### src/rtl/sifo_pkg.sv
// Shared definitions for the stack interface: CU opcodes, default
// result-bus width and the per-cycle action codes used by hw_stack.
`timescale 1ns/1ps
package sifo_pkg;

  // Write-back opcodes the control unit turns into push/pop strobes
  localparam logic [4:0] OP_PUSH = 5'b00011;
  localparam logic [4:0] OP_POP  = 5'b00100;

  // Result-bus width shared with the CU and datapath
  localparam int DATA_W = 16;

  // What the stack does this cycle, resolved from the strobes and the
  // pre-edge full/empty status
  typedef enum logic [2:0] {
    ACT_HOLD,       // no strobe
    ACT_PUSH,       // push into free slot
    ACT_POP,        // pop a valid entry
    ACT_REPLACE,    // push&pop on non-empty: overwrite top in place
    ACT_PUSH_UNF,   // push&pop on empty: push done, pop dropped
    ACT_DROP_PUSH,  // push on full: dropped, overflow flagged
    ACT_DROP_POP    // pop on empty: dropped, underflow flagged
  } action_e;

endpackage

### src/rtl/stack_ram.sv
// Stack storage: register array with one synchronous write port and one
// asynchronous read port so the top entry is visible in the pop cycle.
`timescale 1ns/1ps
module stack_ram #(
  parameter int DATA_W = 16,
  parameter int DEPTH  = 16,
  parameter int ADDR_W = $clog2(DEPTH)
) (
  input  logic              clk,
  input  logic              i_we,
  input  logic [ADDR_W-1:0] i_waddr,
  input  logic [DATA_W-1:0] i_wdata,
  input  logic [ADDR_W-1:0] i_raddr,
  output logic [DATA_W-1:0] o_rdata
);

  // Contents are deliberately not reset; sp alone defines validity
  logic [DATA_W-1:0] r_mem [DEPTH];

  // Write the selected entry on the clock edge
  always_ff @(posedge clk) begin
    if (i_we) begin
      r_mem[i_waddr] <= i_wdata;
    end
  end

  assign o_rdata = r_mem[i_raddr];

endmodule

### src/rtl/hw_stack.sv
// Hardware LIFO stack answering the CU write-back push/pop strobes.
// Holds the stack pointer, sticky error flags and high-water mark; the
// top entry is presented combinationally so a pop can be consumed in the
// same cycle it is issued.
`timescale 1ns/1ps
module hw_stack
  import sifo_pkg::*;
#(
  parameter int DATA_W = sifo_pkg::DATA_W,
  parameter int DEPTH  = 16,
  parameter int CNT_W  = $clog2(DEPTH + 1)
) (
  input  logic              clk,
  input  logic              rst_n,
  input  logic              push,
  input  logic              pop,
  input  logic [DATA_W-1:0] wdata,
  input  logic              err_clr,
  output logic [DATA_W-1:0] rdata,
  output logic              empty,
  output logic              full,
  output logic [CNT_W-1:0]  count,
  output logic              ovf,
  output logic              unf,
  output logic [CNT_W-1:0]  hwm
);

  localparam int ADDR_W = $clog2(DEPTH);

  logic [CNT_W-1:0]  r_sp;
  logic [CNT_W-1:0]  r_hwm;
  logic              r_ovf;
  logic              r_unf;

  logic              w_empty;
  logic              w_full;
  logic [CNT_W-1:0]  w_sp_m1;
  logic [CNT_W-1:0]  w_sp_next;
  logic              w_we;
  logic [ADDR_W-1:0] w_waddr;
  logic              w_ovf_set;
  logic              w_unf_set;
  logic [DATA_W-1:0] w_top;
  action_e           w_act;

  // Status is decoded from sp only; sp saturates because of the drop rules
  assign w_empty = (r_sp == '0);
  assign w_full  = (r_sp == CNT_W'(DEPTH));
  assign w_sp_m1 = r_sp - CNT_W'(1);

  // Classify this cycle's strobes against the pre-edge status
  always_comb begin
    w_act = ACT_HOLD;
    case ({push, pop})
      2'b10:   w_act = w_full  ? ACT_DROP_PUSH : ACT_PUSH;
      2'b01:   w_act = w_empty ? ACT_DROP_POP  : ACT_POP;
      2'b11:   w_act = w_empty ? ACT_PUSH_UNF  : ACT_REPLACE;
      default: w_act = ACT_HOLD;
    endcase
  end

  // Turn the action into write-port controls, next sp and error sets
  always_comb begin
    w_we      = 1'b0;
    w_waddr   = r_sp[ADDR_W-1:0];
    w_sp_next = r_sp;
    w_ovf_set = 1'b0;
    w_unf_set = 1'b0;
    case (w_act)
      ACT_PUSH: begin
        w_we      = 1'b1;
        w_sp_next = r_sp + CNT_W'(1);
      end
      ACT_POP: begin
        w_sp_next = w_sp_m1;
      end
      ACT_REPLACE: begin
        // Top is overwritten in place; legal even when full
        w_we    = 1'b1;
        w_waddr = w_sp_m1[ADDR_W-1:0];
      end
      ACT_PUSH_UNF: begin
        w_we      = 1'b1;
        w_waddr   = '0;
        w_sp_next = CNT_W'(1);
        w_unf_set = 1'b1;
      end
      ACT_DROP_PUSH: w_ovf_set = 1'b1;
      ACT_DROP_POP:  w_unf_set = 1'b1;
      default: ;
    endcase
  end

  // Pointer, sticky errors and high-water mark; a new error beats err_clr
  always_ff @(posedge clk or negedge rst_n) begin
    if (!rst_n) begin
      r_sp  <= '0;
      r_hwm <= '0;
      r_ovf <= 1'b0;
      r_unf <= 1'b0;
    end else begin
      r_sp  <= w_sp_next;
      r_hwm <= (w_sp_next > r_hwm) ? w_sp_next : r_hwm;
      r_ovf <= w_ovf_set | (r_ovf & ~err_clr);
      r_unf <= w_unf_set | (r_unf & ~err_clr);
    end
  end

  stack_ram #(
    .DATA_W (DATA_W),
    .DEPTH  (DEPTH),
    .ADDR_W (ADDR_W)
  ) u_ram (
    .clk     (clk),
    .i_we    (w_we),
    .i_waddr (w_waddr),
    .i_wdata (wdata),
    .i_raddr (w_sp_m1[ADDR_W-1:0]),
    .o_rdata (w_top)
  );

  assign rdata = w_empty ? '0 : w_top;
  assign empty = w_empty;
  assign full  = w_full;
  assign count = r_sp;
  assign ovf   = r_ovf;
  assign unf   = r_unf;
  assign hwm   = r_hwm;

endmodule

### config.mk
export PLATFORM = sky130hd
export DESIGN_NAME = hw_stack
export DESIGN_NICKNAME = d
export VERILOG_FILES = /design/src/rtl/sifo_pkg.sv /design/src/rtl/stack_ram.sv /design/src/rtl/hw_stack.sv
export SDC_FILE = /design/constraint.sdc
export NUM_CORES = 1
export LEC_CHECK = 0
export ABC_AREA = 1
export BUFFER_PORTS_ARGS = -buffer_cell sky130_fd_sc_hd__buf_2
export CORE_UTILIZATION = 55
export DETAILED_ROUTE_END_ITERATION = 8
export PLACE_DENSITY = 0.76
export SYNTH_ARGS = -nofsm -noshare
export SYNTH_HDL_FRONTEND = slang
export SYNTH_HIERARCHICAL = 1
export SYNTH_SLANG_ARGS = --single-unit
### constraint.sdc
create_clock -name clk -period 3.1 [get_ports clk]
set_input_delay 0.62 -clock clk [delete_from_list [all_inputs] [get_ports clk]]
set_output_delay 0.62 -clock clk [all_outputs]
set_load 0.02 [all_outputs]
* Word level (Yosys, flattened, before mapping)
Memories as Yosys holds them, arrays and structs flattened. Cells that the tools add are included. Widths: inputs -> output; s select.
Operators by class: eq/ne operators 10, mux-type cells 12, bitwise gates (word level) 5, reductions and logical operators 3, $lt $le $gt $ge 1, $add $sub $neg 2
Operators by type and width (count):
- $mux 16 | 1
- $pmux 5 s3 | 1
- $eq 3x3->1 const B | 3
- $mux 3 | 3
- $pmux 3 s3 | 1
- $pmux 4 s2 | 1
- $eq 3x2->1 const B | 2
- $add 5x1->5 const B | 1
- $eq 5x5->1 const B | 1
- $gt 5x5->1 | 1
- $logic_not 5->1 | 1
- $mux 1 | 5
- $sub 5x1->5 const B | 1
- $eq 2x2->1 const B | 2
- $eq 3x1->1 const B | 1
- $reduce_or 3->1 | 1
- $and 1x1->1 | 2
- $eq 2x1->1 const B | 1
- $or 1x1->1 | 2
- $reduce_or 2->1 | 1
- $not 1->1 | 1
Word-level totals: output and inout port bits 30, word-level logic and storage cells 38, memory bits (writable) 256, flip-flop bits (word level) 12, memories kept 1
Memories:
- u_ram.r_mem | depth 16, bits a word 16, read ports 1, clocked after memory_dff 0, wr ports 1, line stack_ram.sv:18 | logic [DATA_W-1:0] r_mem [DEPTH];

* Depth between registers and ports, before layout
Gate-level depths: netlist of run 1.
depth in word-level cells 8, gate-level depth with buffers 17, mapped depth without buffers 17

* Cells and area by module
The synthesis of run 1 kept the hierarchy.
By module, submodules not included:
- stack_ram | times used 1, cells each 1058, sequential area each 7687.4 sq um, area each 11060.6 sq um
- hw_stack | times used 1, cells each 182, sequential area each 300.3 sq um, area each 1161.1 sq um

* Worst setup path before layout of run 1
Ideal clock, no wire load.
path kind reg2reg, start register r_sp[0] (netlist: count[0]), end memory u_ram.r_mem[4][0] (enable), path slack 0.195 ns, arrival 2.517 ns, required time 2.712 ns, library setup time 0.388 ns, cell stages (with the launch flop) 9, cells stage by stage dfrtp_1 inv_1 ha_1 nand3_4 buf_2 nand3_1 o21ai_0 nand3b_1 nor2_1
On the way: elaborated cells between the ends (all ways) 15, those cells by class add/sub (1); eq/ne (4); mux (8); reduce/logical (2)
RTL lines:
- start: declaration | line hw_stack.sv:30 | logic [CNT_W-1:0] r_sp;
- start signal: assignment | line hw_stack.sv:102 | r_sp <= w_sp_next;
- $sub 5x1->5 | line hw_stack.sv:49 | assign w_sp_m1 = r_sp - CNT_W'(1);
- net w_sp_m1[0] | line hw_stack.sv:37 | logic [CNT_W-1:0] w_sp_m1;
- $pmux 4 s2 | line hw_stack.sv:69 | case (w_act)
- end: declaration | line stack_ram.sv:18
The timed path passes the listed nets, and every way through them passes these cells.

* Worst setup path in the final report of run 1
start register r_sp[0] (netlist: count[0]), end output port rdata[8]
On the way: word-level cells in the longest chain between the ends 3, elaborated cells between the ends (all ways) 4, those cells by class add/sub (1); mux (1); reduce/logical (1); memory (1)
RTL lines:
- $sub 5x1->5 | line hw_stack.sv:49
- net w_sp_m1[0] | line hw_stack.sv:37
- $mem_v2 16x16
- net w_top[8] | line hw_stack.sv:43 | logic [DATA_W-1:0] w_top;
- $mux 16 | line hw_stack.sv:122 | assign rdata = w_empty ? '0 : w_top;
- end: declaration | line hw_stack.sv:19 | output logic [DATA_W-1:0] rdata,
The timed path passes the listed nets, and every way through them passes these cells.

==> impl_metrics.sql, run 1 <==
INSERT INTO impl_metrics (metric_group, metric, value, unit) VALUES
('timing', 'final_critical_path_setup_slack', '0.01112', 'ns'),
('final_layout', 'final_nets', '1368', ''),
('die', 'die-height', '151.1', 'µm'),
('yosys', 'synth.yosys.warnings', '6', ''),
('place', 'count_of_input_and_output_buffers', '50', ''),
('timing', 'timing_max_transition_violations_final', '0', ''),
('detailed_routing', 'antenna_left', '0', ''),
('power', 'power_density', '1057', 'nW/µm²'),
('place', 'place_inst', '1566', ''),
('yosys', 'synth_sequential_area_ratio', '0.6536', ''),
('global_route', 'maximum_number_of_pins_on_one_net_before_global_route_repair', '111', ''),
('yosys', 'synth-adder-area-share', '0.008190', ''),
('die', 'core', '21820', 'µm²'),
('yosys', 'edff_count_synth', '256', ''),
('die', 'row_count', '54', ''),
('worst_setup_path', 'cp_data_arrival_time', '2.47', 'ns'),
('yosys', 'yosys.area_share.xor_xnor', '0', ''),
('detailed_routing', 'detail_route.wl_per_cell', '20.38', 'µm'),
('yosys', 'synth.top_cells.by_area', 'sky130_fd_sc_hd__edfxtp_1 (63%), sky130_fd_sc_hd__nand2_1 (12%), sky130_fd_sc_hd__nand3_1 (8.7%), sky130_fd_sc_hd__inv_1 (7.4%), sky130_fd_sc_hd__dfrtp_1 (2.5%)', ''),
('yosys', 'postSynth.asyncResetShare', '0.04478', ''),
('timing', 'count_of_endpoints_failing_hold_in_the_final_timing_report', '0', ''),
('detailed_routing', 'total_iterations_of_the_first_detailed_routing_run', '6', ''),
('timing', 'slew-limit-headroom', '0.5992', ''),
('yosys', 'syn-num-nets', '1269', ''),
('timing', 'period_share', '0.9964', ''),
('place', 'place_ws', '0.4226', 'ns'),
('final_layout', 'drive_above_1_share', '0.1582', ''),
('worst_setup_path', 'criticalPathCategory', 'reg2out', ''),
('clock_tree', 'clock-root-buffer', 'sky130_fd_sc_hd__clkbuf_16', ''),
('final_layout', 'finish.utilization', '0.6656', ''),
('die', 'design.die.area', '22820', 'µm²'),
('clock_tree', 'clock_tree.buffer_depth', '3', ''),
('clock_tree', 'cts_buffers', '28', ''),
('timing', 'grt_setup_unrepaired', 'yes', ''),
('place', 'detailedPlacementHpwl', '17.38', 'mm'),
('yosys', 'synth.ff_latch_count', '268', ''),
('global_route', 'grt_first_pass_wirelength', '45.86', 'mm'),
('timing', 'fin_setup_tns', '0', 'ns'),
('clock_tree', 'clk_latency_worst_skew_pair', '0.55', 'ns'),
('detailed_routing', 'drt_wl_total', '33.43', 'mm'),
('timing', 'timing.clock.skew', '0.01135', 'ns'),
('clock_tree', 'tritoncts', 'yes', ''),
('clock_tree', 'clkTransAtPathRegs', '0.06', 'ns'),
('hold_path', 'hold_path.startpoint', 'err_clr', ''),
('yosys', 'syn_avg_cell_area', '9.856', 'µm²'),
('power', 'leakage', '6.568', 'nW'),
('yosys', 'netlist-cell-type-count', '25', ''),
('yosys', 'yosysMostFrequentCell', 'sky130_fd_sc_hd__nand2_1', ''),
('place', 'gpl.final_weighted_congestion', '0.9060', ''),
('die', 'die_x_extent', '151.1', 'µm'),
('detailed_routing', 'post_dr_vias_cell', '5.707', ''),
('hold_path', 'min-delay-path-class', 'in2reg', ''),
('die', 'floorplan.io_pins', '51', ''),
('yosys', 'netlist.area_leader.share', '0.6290', ''),
('yosys', 'syn_area', '12220', 'µm²'),
('worst_setup_path', 'endpoint_kind', 'output port', ''),
('outcome', 'run_status', 'complete, no violations', ''),
('final_layout', 'num-fill-cells', '1540', ''),
('yosys', 'synthesis.instances', '1240', ''),
('power', 'ir_drop', '0.4956', 'mV'),
('timing', 'clock.fmax', '323.7', 'MHz'),
('clock_tree', 'clkSinkCount', '268', ''),
('detailed_routing', 'vias', '9360', ''),
('global_route', 'grt_use_total', '0.2705', ''),
('clock_tree', 'htree_num_levels', '1', ''),
('power', 'power', '15.36', 'mW'),
('global_route', 'gr-total-overflow', '0', ''),
('yosys', 'synth-compound-area-share', '0.003583', ''),
('worst_setup_path', 'r2r_start', 'count[1]', ''),
('yosys', 'combinational_family_with_the_most_area_after_synthesis', 'simple AND/OR/NAND/NOR gates', ''),
('timing', 'final.min_clock_period', '3.089', 'ns');
worst max-delay path: stages, from the launching register on:
cell and delay (ns):
sky130_fd_sc_hd__dfrtp_1 0.40, sky130_fd_sc_hd__clkinv_4 0.11, sky130_fd_sc_hd__ha_4 0.32, sky130_fd_sc_hd__clkinv_8 0.13, sky130_fd_sc_hd__buf_6 0.16, sky130_fd_sc_hd__clkbuf_16 0.17, sky130_fd_sc_hd__nand2_1 0.09, sky130_fd_sc_hd__nand3_1 0.07
sky130_fd_sc_hd__nand3_1 0.10, sky130_fd_sc_hd__nand2_2 0.06, sky130_fd_sc_hd__nand2_1 0.09, sky130_fd_sc_hd__inv_1 0.05, sky130_fd_sc_hd__buf_4 0.15
final cells by class:
type / count / area, µm² / share of cell area
Antenna cell: 1 / 2.502 / 0.0001723
Timing Repair Buffer: 122 / 1215 / 0.08364
Multi-Input combinational cell: 673 / 3114 / 0.2144
Timing Repair inverter: 1 / 11.26 / 0.0007753
Inverter: 245 / 972.2 / 0.06693
Sequential cell: 268 / 7989 / 0.5500
Tap cell: 280 / 350.3 / 0.02412
Clock buffer: 34 / 723.2 / 0.04979
Clock inverter: 16 / 147.6 / 0.01016
through the flow:
| step | instance area, µm² | hold slack [ns] |
|---|---|---|
| after floorplan | 12220 | 0.3244 |
| after global placement | 13030 | 0.4929 |
| after detailed placement | 13030 | 0.4959 |
| after CTS | 14040 | 0.2616 |
| after global routing | 14520 | 0.2842 |
| final | 14530 | 0.2708 |
worst paths after layout:
| kind | end | slack [ns] | cells past startpoint |
|---|---|---|---|
| setup / recovery | rdata[8] | 0.01 | 12 |
| hold / removal | unf | 0.27 | 2 |
| setup reg to reg | u_ram/r_mem[9][5] | 0.24 | 10 |
| hold reg to reg | hwm[4] | 0.51 | 2 |
| max in group asynchronous | count[2] | 2.34 | 2 |
| min in group asynchronous | unf | 0.51 | 2 |
cells in the final DEF (no fill, tap or decap), types with 4 or more instances in the layout:
cell / netlist / layout
sky130_fd_sc_hd__clkinv_1: 0 / 4
sky130_fd_sc_hd__clkinv_2: 0 / 8
sky130_fd_sc_hd__buf_12: 0 / 10
sky130_fd_sc_hd__nand3_2: 0 / 7
sky130_fd_sc_hd__buf_6: 3 / 9
sky130_fd_sc_hd__edfxtp_1: 256 / 256
sky130_fd_sc_hd__clkbuf_1: 10 / 6
sky130_fd_sc_hd__buf_16: 0 / 6
sky130_fd_sc_hd__buf_4: 19 / 51
sky130_fd_sc_hd__nor2_2: 0 / 16
sky130_fd_sc_hd__nand2_1: 402 / 395
sky130_fd_sc_hd__ha_1: 8 / 6
sky130_fd_sc_hd__inv_2: 4 / 5
sky130_fd_sc_hd__nand2_2: 2 / 8
sky130_fd_sc_hd__clkbuf_16: 0 / 34
sky130_fd_sc_hd__inv_1: 241 / 234
sky130_fd_sc_hd__buf_2: 21 / 38
sky130_fd_sc_hd__nand4_1: 6 / 6
sky130_fd_sc_hd__o21ai_0: 4 / 4
sky130_fd_sc_hd__nand3_1: 213 / 206
sky130_fd_sc_hd__dfrtp_1: 12 / 11
sky130_fd_sc_hd__nor2_1: 23 / 7
kinds of logic after synthesis:
| group | after synthesis |
|---|---|
| AO/OA/AOI/OAI | 8 |
| adder cells (fa/ha/maj) | 8 |
| flip-flops | 268 |
| AND/OR/NAND/NOR | 657 |
| buffers and inverters | 299 |
power breakdown:
part           switching (mW)  total (mW)  internal, mW
Clock                    1.35        3.18          1.83
Sequential              0.124        4.40          4.28
Combinational            4.90        7.77          2.87
Total                    6.38        15.4          8.98
routing by layer:
layer / wire (µm) / part of all wire / vias to the layer above / global-route usage
met5: 0 / 0 / - / 0
met4: 1678 / 0.050 / 0 / 0.1145
met3: 3504 / 0.10 / 139 / 0.04066
met2: 15680 / 0.47 / 598 / 0.4294
met1: 12560 / 0.38 / 4442 / 0.3738
li1: - / - / 4181 / -
state kept, by name, indices dropped and copies added, names as in the netlist:
name / count
ovf: 1
unf: 1
count: 5
hwm: 5
u_ram/r_mem: 256
what timing repair did:
| item | in CTS | in global routing |
|---|---|---|
| hold endpoints to repair | 12 | 0 |
| pin swaps | 0 | 5 |
| buffers inserted | 0 | 9 |
| cloned | 3 | 10 |
| gates resized for setup | 16 | 54 |
| hold buffers | 1 | 0 |
| endpoints found under the setup margin | 16 | 16 |
No activity file was read; power rests on OpenSTA's default activity.
==> inputs of run 2 (changes only) <==
--- a/config.mk
+++ b/config.mk
@@ -9,7 +9,7 @@
 export BUFFER_PORTS_ARGS = -buffer_cell sky130_fd_sc_hd__buf_2
 export CORE_UTILIZATION = 55
 export DETAILED_ROUTE_END_ITERATION = 8
-export PLACE_DENSITY = 0.76
+export PLACE_DENSITY = 0.79
 export SYNTH_ARGS = -nofsm -noshare
 export SYNTH_HDL_FRONTEND = slang
 export SYNTH_HIERARCHICAL = 1
==> constraint.sdc (replaced) <==
create_clock -name clk -period 2.8 [get_ports clk]
set_input_delay 0.56 -clock clk [delete_from_list [all_inputs] [get_ports clk]]
set_output_delay 0.56 -clock clk [all_outputs]
set_load 0.02 [all_outputs]
==> run 2 against run 1 <==
Net effect: the flow now finishes with violations (negative setup slack); utilization increased by 3.2 points; routed wire length grew 2.8%; die area unchanged; worst setup slack got worse by 0.21 ns; critical path type unchanged; design area grew 4.8%; largest power group unchanged; count of clock-buffer cells in the layout shrank 3; flip-flop and latch count unchanged; sequential share of layout area decreased by 2.5 points; critical path depth did not move; clock skew increased by 0.022 ns; register-to-register slack worse by 0.18 ns; combinational power is 31% higher.
==> impl_metrics.sql, run 2 (synthesized netlist as in run 1, its figures left out) <==
INSERT INTO impl_metrics (metric_group, metric, value, unit) VALUES
('power', 'ir_drop', '0.9627', 'mV'),
('global_route', 'first_global_vias', '8596', ''),
('detailed_routing', 'antenna_left', '0', ''),
('die', 'design.die.area', '22820', 'µm²'),
('worst_setup_path', 'ff2ff_path_depth', '17', ''),
('global_route', 'gr-usage-met3', '0.05964', ''),
('run', 'drv_cap', '0', ''),
('place', 'gpl.final_weighted_congestion', '0.8766', ''),
('timing', 'count_of_endpoints_failing_hold_in_the_final_timing_report', '0', ''),
('detailed_routing', 'total_iterations_of_the_first_detailed_routing_run', '7', ''),
('worst_setup_path', 'cp_data_arrival_time', '2.44', 'ns'),
('die', 'core', '21820', 'µm²'),
('detailed_routing', 'post_dr_vias_cell', '5.735', ''),
('clock_tree', 'clkTransAtPathRegs', '0.06', 'ns'),
('outcome', 'run_status', 'finished with violations', ''),
('hold_path', 'hold_path.startpoint', 'err_clr', ''),
('final_layout', 'largest_register_ffs', '256', ''),
('clock_tree', 'clkSinkCount', '268', ''),
('global_route', 'antenna_found_initial', '0', ''),
('power', 'power_density', '1217', 'nW/µm²'),
('timing', 'finalSetupViolCount', '16', ''),
('clock_tree', 'clock-root-buffer', 'sky130_fd_sc_hd__clkbuf_16', ''),
('clock_tree', 'htree_num_levels', '1', ''),
('hold_path', 'holdPathEnd', 'unf', ''),
('clock_tree', 'tritoncts', 'yes', ''),
('place', 'place_ws', '0.1210', 'ns'),
('timing', 'clock.fmax', '333.4', 'MHz'),
('hold_path', 'hold_depth', '2', ''),
('final_layout', 'top_register', 'u_ram/r_mem', ''),
('global_route', 'maximum_number_of_pins_on_one_net_before_global_route_repair', '89', ''),
('global_route', 'gr-total-overflow', '0', ''),
('timing', 'final_critical_path_setup_slack', '-0.1997', 'ns'),
('die', 'die_x_extent', '151.1', 'µm'),
('global_route', 'top_usage_layer', 'met2', ''),
('hold_path', 'min-delay-path-class', 'in2reg', ''),
('timing', 'slew-limit-headroom', '0.6434', ''),
('clock_tree', 'clk_latency_worst_skew_pair', '0.56', 'ns'),
('timing', 'timing.clock.skew', '0.03308', 'ns'),
('final_layout', 'finish.utilization', '0.6973', ''),
('timing', 'timing_max_transition_violations_final', '0', ''),
('worst_setup_path', 'critPathMaxFanout', '7', ''),
('die', 'row_count', '54', ''),
('die', 'floorplan.io_pins', '51', ''),
('timing', 'worst_slew_pin_slew', '0.5294', 'ns'),
('detailed_routing', 'drc', '0', ''),
('worst_setup_path', 'regToRegEndpoint', 'hwm[3]', ''),
('worst_setup_path', 'reg2reg_setup_slack', '0.06', 'ns'),
('power', 'leakage', '6.767', 'nW'),
('detailed_routing', 'vias', '9377', ''),
('global_route', 'grt_use_total', '0.2835', ''),
('timing', 'fin_hold_ws', '0.2246', 'ns'),
('worst_setup_path', 'critPathLaunchType', 'flip-flop', ''),
('final_layout', 'drive_above_1_share', '0.2458', ''),
('place', 'detailedPlacementHpwl', '16.83', 'mm'),
('global_route', 'global_route.usage.met2', '0.4716', ''),
('timing', 'final.min_clock_period', '3.000', 'ns'),
('worst_setup_path', 'endpoint_kind', 'output port', ''),
('global_route', 'met1_usage', '0.3557', ''),
('worst_setup_path', 'r2r_start', 'count[0]', ''),
('timing', 'grt_setup_unrepaired', 'yes', ''),
('place', 'count_of_input_and_output_buffers', '50', ''),
('clock_tree', 'clock_tree.buffer_depth', '3', ''),
('worst_setup_path', 'crit_required', '2.24', 'ns'),
('worst_setup_path', 'criticalPathCategory', 'reg2out', ''),
('final_layout', 'final_nets', '1364', ''),
('global_route', 'grt_first_pass_wirelength', '47.40', 'mm'),
('final_layout', 'final_common_cell', 'sky130_fd_sc_hd__nand2_1', ''),
('detailed_routing', 'drt_iter0_drc', '1138', ''),
('final_layout', 'diodes', '0', ''),
('detailed_routing', 'drt_wl_total', '34.36', 'mm'),
('final_layout', 'most-common-layout-cells', 'sky130_fd_sc_hd__nand2_1 (381), sky130_fd_sc_hd__edfxtp_1 (256), sky130_fd_sc_hd__inv_1 (222)', ''),
('outcome', 'violations', 'negative setup slack', ''),
('detailed_routing', 'detail_route.wl_per_cell', '21.02', 'µm'),
('die', 'initial_core_utilization', '0.5600', ''),
('timing', 'period_share', '1.071', ''),
('clock_tree', 'cts_buffers', '27', ''),
('final_layout', 'area_delta_synth_final', '24.52', '%'),
('die', 'die-height', '151.1', 'µm');
==> run 2: routing by layer <==
layer / vias to the layer above / routed length, µm
li1: 4174 / -
met1: 4422 / 11920
met2: 641 / 16820
met3: 140 / 3834
met4: 0 / 1786
met5: - / 0
==> run 2: power breakdown <==
group | internal, mW | total, mW | switching (mW)
sequential | 4.74 | 4.89 | 0.148
combinational | 3.94 | 10.2 | 6.25
clock | 1.95 | 3.45 | 1.50
total | 10.6 | 18.5 | 7.90
==> run 2: critical path, stage by stage (launching register included) <==
cell	delay, ns
sky130_fd_sc_hd__dfrtp_1	0.41
sky130_fd_sc_hd__clkinv_4	0.13
sky130_fd_sc_hd__ha_4	0.33
sky130_fd_sc_hd__clkinv_8	0.13
sky130_fd_sc_hd__clkinv_16	0.11
sky130_fd_sc_hd__buf_12	0.15
sky130_fd_sc_hd__nand3_4	0.10
sky130_fd_sc_hd__nand3_2	0.09
sky130_fd_sc_hd__nand3_2	0.10
sky130_fd_sc_hd__nand2_2	0.11
sky130_fd_sc_hd__nand2_2	0.06
sky130_fd_sc_hd__inv_2	0.06
sky130_fd_sc_hd__buf_6	0.11
==> run 2: area by class of cell <==
class,instances,area [µm²]
multi-input combinational,673,3694
inverter,245,967.2
clock inverter,18,143.9
timing repair inverter,1,30.03
timing repair buffer,119,1353
clock buffer,31,690.7
tap,280,350.3
fill,1386,6605
sequential,268,7990
==> run 2: worst max path at each step <==
stage	startpoint	to	slack (ns)	cells after the start
detailed placement	count[0]	hwm[0]	0.12	17
floorplan	count[0]	u_ram/r_mem[4][0]	-0.11	8
finish	count[0]	rdata[10]	-0.20	12
CTS	count[0]	rdata[2]	-0.12	12
global route	count[0]	rdata[2]	-0.25	12
global placement	count[0]	hwm[4]	0.25	17
==> run 2: what timing repair did <==
action | in CTS | in global routing
hold buffers | 1 | 0
endpoints found under the hold margin | 12 | 0
pin swaps | 2 | 67
gates resized for setup | 79 | 138
endpoints found under the setup margin | 16 | 21
cloned | 7 | 7
buffers inserted | 4 | 7
==> run 2: through the flow <==
step	power (mW)	setup TNS (ns)	instance area, µm²	cells
final	18.52	-2.346	15220	1635
after global routing	19.19	-3.802	15220	1635
after CTS	16.56	-1.223	14390	1622
after detailed placement	11.57	0	13080	1561
after global placement	11.45	0	13080	1561
after floorplan	9.350	-17.08	12230	1240
==> inputs of run 3 (changes only) <==
--- a/config.mk
+++ b/config.mk
@@ -7,6 +7,7 @@
 export LEC_CHECK = 0
 export ABC_AREA = 1
 export BUFFER_PORTS_ARGS = -buffer_cell sky130_fd_sc_hd__buf_2
+export CORE_ASPECT_RATIO = 0.8
 export CORE_UTILIZATION = 55
 export DETAILED_ROUTE_END_ITERATION = 8
 export PLACE_DENSITY = 0.79
==> run 3 against run 2 <==
Net effect: final cell count rose by 2.2%; worst setup slack got worse by 0.044 ns; largest cell class unchanged; worst hold slack improved by 0.043 ns; the run still ends with negative setup slack left; count of clock-buffer cells in the layout rose by 2; largest power group unchanged; highest routed layer unchanged; critical path depth fell by 4; sequential power barely moved; combinational power rose by 8%.
==> impl_metrics.sql, run 3 (synthesized netlist as in run 1, its figures left out) <==
INSERT INTO impl_metrics (metric_group, metric, value, unit) VALUES
('detailed_routing', 'vias', '9851', ''),
('timing', 'final.min_clock_period', '3.044', 'ns'),
('worst_setup_path', 'criticalPathCategory', 'reg2reg', ''),
('power', 'power', '19.00', 'mW'),
('clock_tree', 'clkSinkCount', '268', ''),
('power', 'p_int', '10.87', 'mW'),
('power', 'leakage', '6.867', 'nW'),
('power', 'share_seq_of_total_power', '0.257', ''),
('die', 'floorplan.io_pins', '51', ''),
('timing', 'final_critical_path_setup_slack', '-0.2437', 'ns'),
('outcome', 'violations', 'negative setup slack', ''),
('detailed_routing', 'post_dr_vias_cell', '5.895', ''),
('timing', 'finalSetupViolCount', '266', ''),
('final_layout', 'diodes', '0', ''),
('timing', 'worst_slew_pin_slew', '0.4990', 'ns'),
('final_layout', 'num-fill-cells', '1347', ''),
('outcome', 'run_status', 'finished with violations', ''),
('place', 'place_ws', '0.08485', 'ns'),
('die', 'design.die.area', '22830', 'µm²'),
('detailed_routing', 'highest-signal-layer', 'met4', ''),
('timing', 'grt_setup_unrepaired', 'yes', ''),
('detailed_routing', 'detail_route.wl_per_cell', '22.51', 'µm'),
('final_layout', 'top_register', 'u_ram/r_mem', ''),
('power', 'p_sw_frac', '0.4281', ''),
('final_layout', 'drive_above_1_share', '0.2312', ''),
('clock_tree', 'htree_num_levels', '1', ''),
('global_route', 'gr-total-overflow', '0', ''),
('timing', 'timing_max_transition_violations_final', '0', ''),
('detailed_routing', 'total_met2_wirelength_after_detailed_routing', '17.18', 'mm'),
('final_layout', 'final_cell_count_no_fill', '1671', ''),
('hold_path', 'min-delay-path-class', 'in2reg', ''),
('timing', 'count_of_endpoints_failing_hold_in_the_final_timing_report', '0', ''),
('clock_tree', 'clock-root-buffer', 'sky130_fd_sc_hd__clkbuf_16', ''),
('detailed_routing', 'drt_wl_total', '37.62', 'mm'),
('worst_setup_path', 'cp_data_arrival_time', '3.28', 'ns'),
('timing', 'fin_setup_tns', '-30.05', 'ns'),
('clock_tree', 'clock_tree.buffer_depth', '3', ''),
('worst_setup_path', 'ff2ff_path_depth', '8', ''),
('power', 'ir_drop', '1.065', 'mV'),
('worst_setup_path', 'regToRegEndpoint', 'u_ram/r_mem[15][7]', ''),
('timing', 'period_share', '1.087', ''),
('worst_setup_path', 'crit_required', '3.04', 'ns'),
('die', 'core', '21680', 'µm²'),
('worst_setup_path', 'critPathLaunchType', 'flip-flop', ''),
('hold_path', 'hold_depth', '2', ''),
('place', 'place_inst', '1590', ''),
('timing', 'fin_hold_ws', '0.2673', 'ns'),
('die', 'die_x_extent', '168.7', 'µm'),
('hold_path', 'holdPathEnd', 'unf', ''),
('power', 'power_density', '1228', 'nW/µm²'),
('final_layout', 'most-common-layout-cells', 'sky130_fd_sc_hd__nand2_1 (381), sky130_fd_sc_hd__edfxtp_1 (256), sky130_fd_sc_hd__inv_1 (226)', ''),
('place', 'detailedPlacementHpwl', '18.03', 'mm'),
('detailed_routing', 'met1Wirelength', '13.63', 'mm'),
('detailed_routing', 'drc', '0', ''),
('detailed_routing', 'met3_length', '4.895', 'mm'),
('power', 'p_sw', '8.134', 'mW'),
('die', 'row_count', '48', ''),
('detailed_routing', 'total_iterations_of_the_first_detailed_routing_run', '7', ''),
('worst_setup_path', 'critPathMaxFanout', '18', ''),
('power', 'comb_power_share', '0.577', ''),
('detailed_routing', 'antenna_left', '0', ''),
('place', 'count_of_input_and_output_buffers', '50', ''),
('global_route', 'antenna_found_initial', '1', ''),
('worst_setup_path', 'r2r_start', 'count[4]', ''),
('timing', 'timing.clock.skew', '0.01618', 'ns'),
('worst_setup_path', 'reg2reg_setup_slack', '-0.24', 'ns'),
('global_route', 'grt_first_pass_wirelength', '52.92', 'mm'),
('final_layout', 'area_delta_synth_final', '26.62', '%'),
('power', 'power.share.clock', '0.166', ''),
('global_route', 'maximum_number_of_pins_on_one_net_before_global_route_repair', '43', ''),
('final_layout', 'final_nets', '1385', ''),
('place', 'gpl.final_weighted_congestion', '0.9098', ''),
('die', 'initial_core_utilization', '0.5637', ''),
('global_route', 'grt_use_total', '0.3134', ''),
('clock_tree', 'tritoncts', 'yes', ''),
('place', 'postPlaceCellArea', '13190', 'µm²'),
('final_layout', 'finish.utilization', '0.7138', ''),
('final_layout', 'fin_area', '15470', 'µm²'),
('worst_setup_path', 'endpoint_kind', 'flip-flop', ''),
('final_layout', 'largest_register_ffs', '256', ''),
('timing', 'clock.fmax', '328.5', 'MHz'),
('hold_path', 'hold_path.startpoint', 'err_clr', ''),
('clock_tree', 'clk_latency_worst_skew_pair', '0.54', 'ns'),
('detailed_routing', 'drt_iter0_drc', '1506', ''),
('timing', 'slew-limit-headroom', '0.6638', ''),
('die', 'die-height', '135.3', 'µm'),
('run', 'drv_cap', '0', ''),
('global_route', 'first_global_vias', '9329', ''),
('clock_tree', 'cts_buffers', '26', ''),
('final_layout', 'final_common_cell', 'sky130_fd_sc_hd__nand2_1', ''),
('clock_tree', 'clkTransAtPathRegs', '0.06', 'ns');
==> run 3: critical path: stages (launching register included) <==
cell and delay (ns):
sky130_fd_sc_hd__dfrtp_1 0.51, sky130_fd_sc_hd__inv_2 0.14, sky130_fd_sc_hd__nand3_4 0.17, sky130_fd_sc_hd__buf_4 0.36, sky130_fd_sc_hd__nand2_1 0.25, sky130_fd_sc_hd__o21ai_0 0.48, sky130_fd_sc_hd__nand2_1 0.29, sky130_fd_sc_hd__nor2_2 0.30
sky130_fd_sc_hd__buf_4 0.22
==> run 3: power groups by stage <==
stage	Clock (mW)	Combinational, mW	Sequential [mW]
after floorplan	0	4.34	5.01
final	3.15	11.0	4.89
after detailed placement	0	6.68	4.95
after global placement	0	6.60	4.94
after global routing	3.30	11.4	4.91
after CTS	3.14	9.59	4.87
==> run 3: layout make-up <==
cell class | count | area (µm²) | area share
Clock buffer | 33 | 676.9 | 0.04374
Clock inverter | 10 | 57.56 | 0.003719
Inverter | 245 | 960.9 | 0.06210
Multi-Input combinational cell | 673 | 3627 | 0.2344
Sequential cell | 268 | 7990 | 0.5163
Tap cell | 300 | 375.4 | 0.02426
Timing Repair Buffer | 142 | 1787 | 0.1155
==> run 3: routing by layer <==
layer,GRT usage,vias up
met5,0,-
met1,0.4059,4638
met2,0.5048,826
li1,-,4205
met3,0.08034,182
met4,0.1343,0
==> run 3: timing repair <==
action	CTS	global route
hold buffers	1	0
endpoints found under the setup margin	16	69
cloned	14	4
pin swaps	33	19
endpoints found under the hold margin	12	0
buffers inserted	15	4
resized for setup	164	53
==> run 3: worst max path at each step <==
stage / slack, ns / to / from / cells past startpoint
after floorplan: -0.11 / u_ram/r_mem[4][0] / count[0] / 8
after global placement: 0.14 / u_ram/r_mem[13][9] / count[0] / 9
final: -0.24 / u_ram/r_mem[15][7] / count[4] / 8
after global routing: -0.29 / rdata[12] / count[0] / 13
after detailed placement: 0.08 / u_ram/r_mem[6][1] / count[0] / 11
after CTS: -0.08 / rdata[7] / count[0] / 15
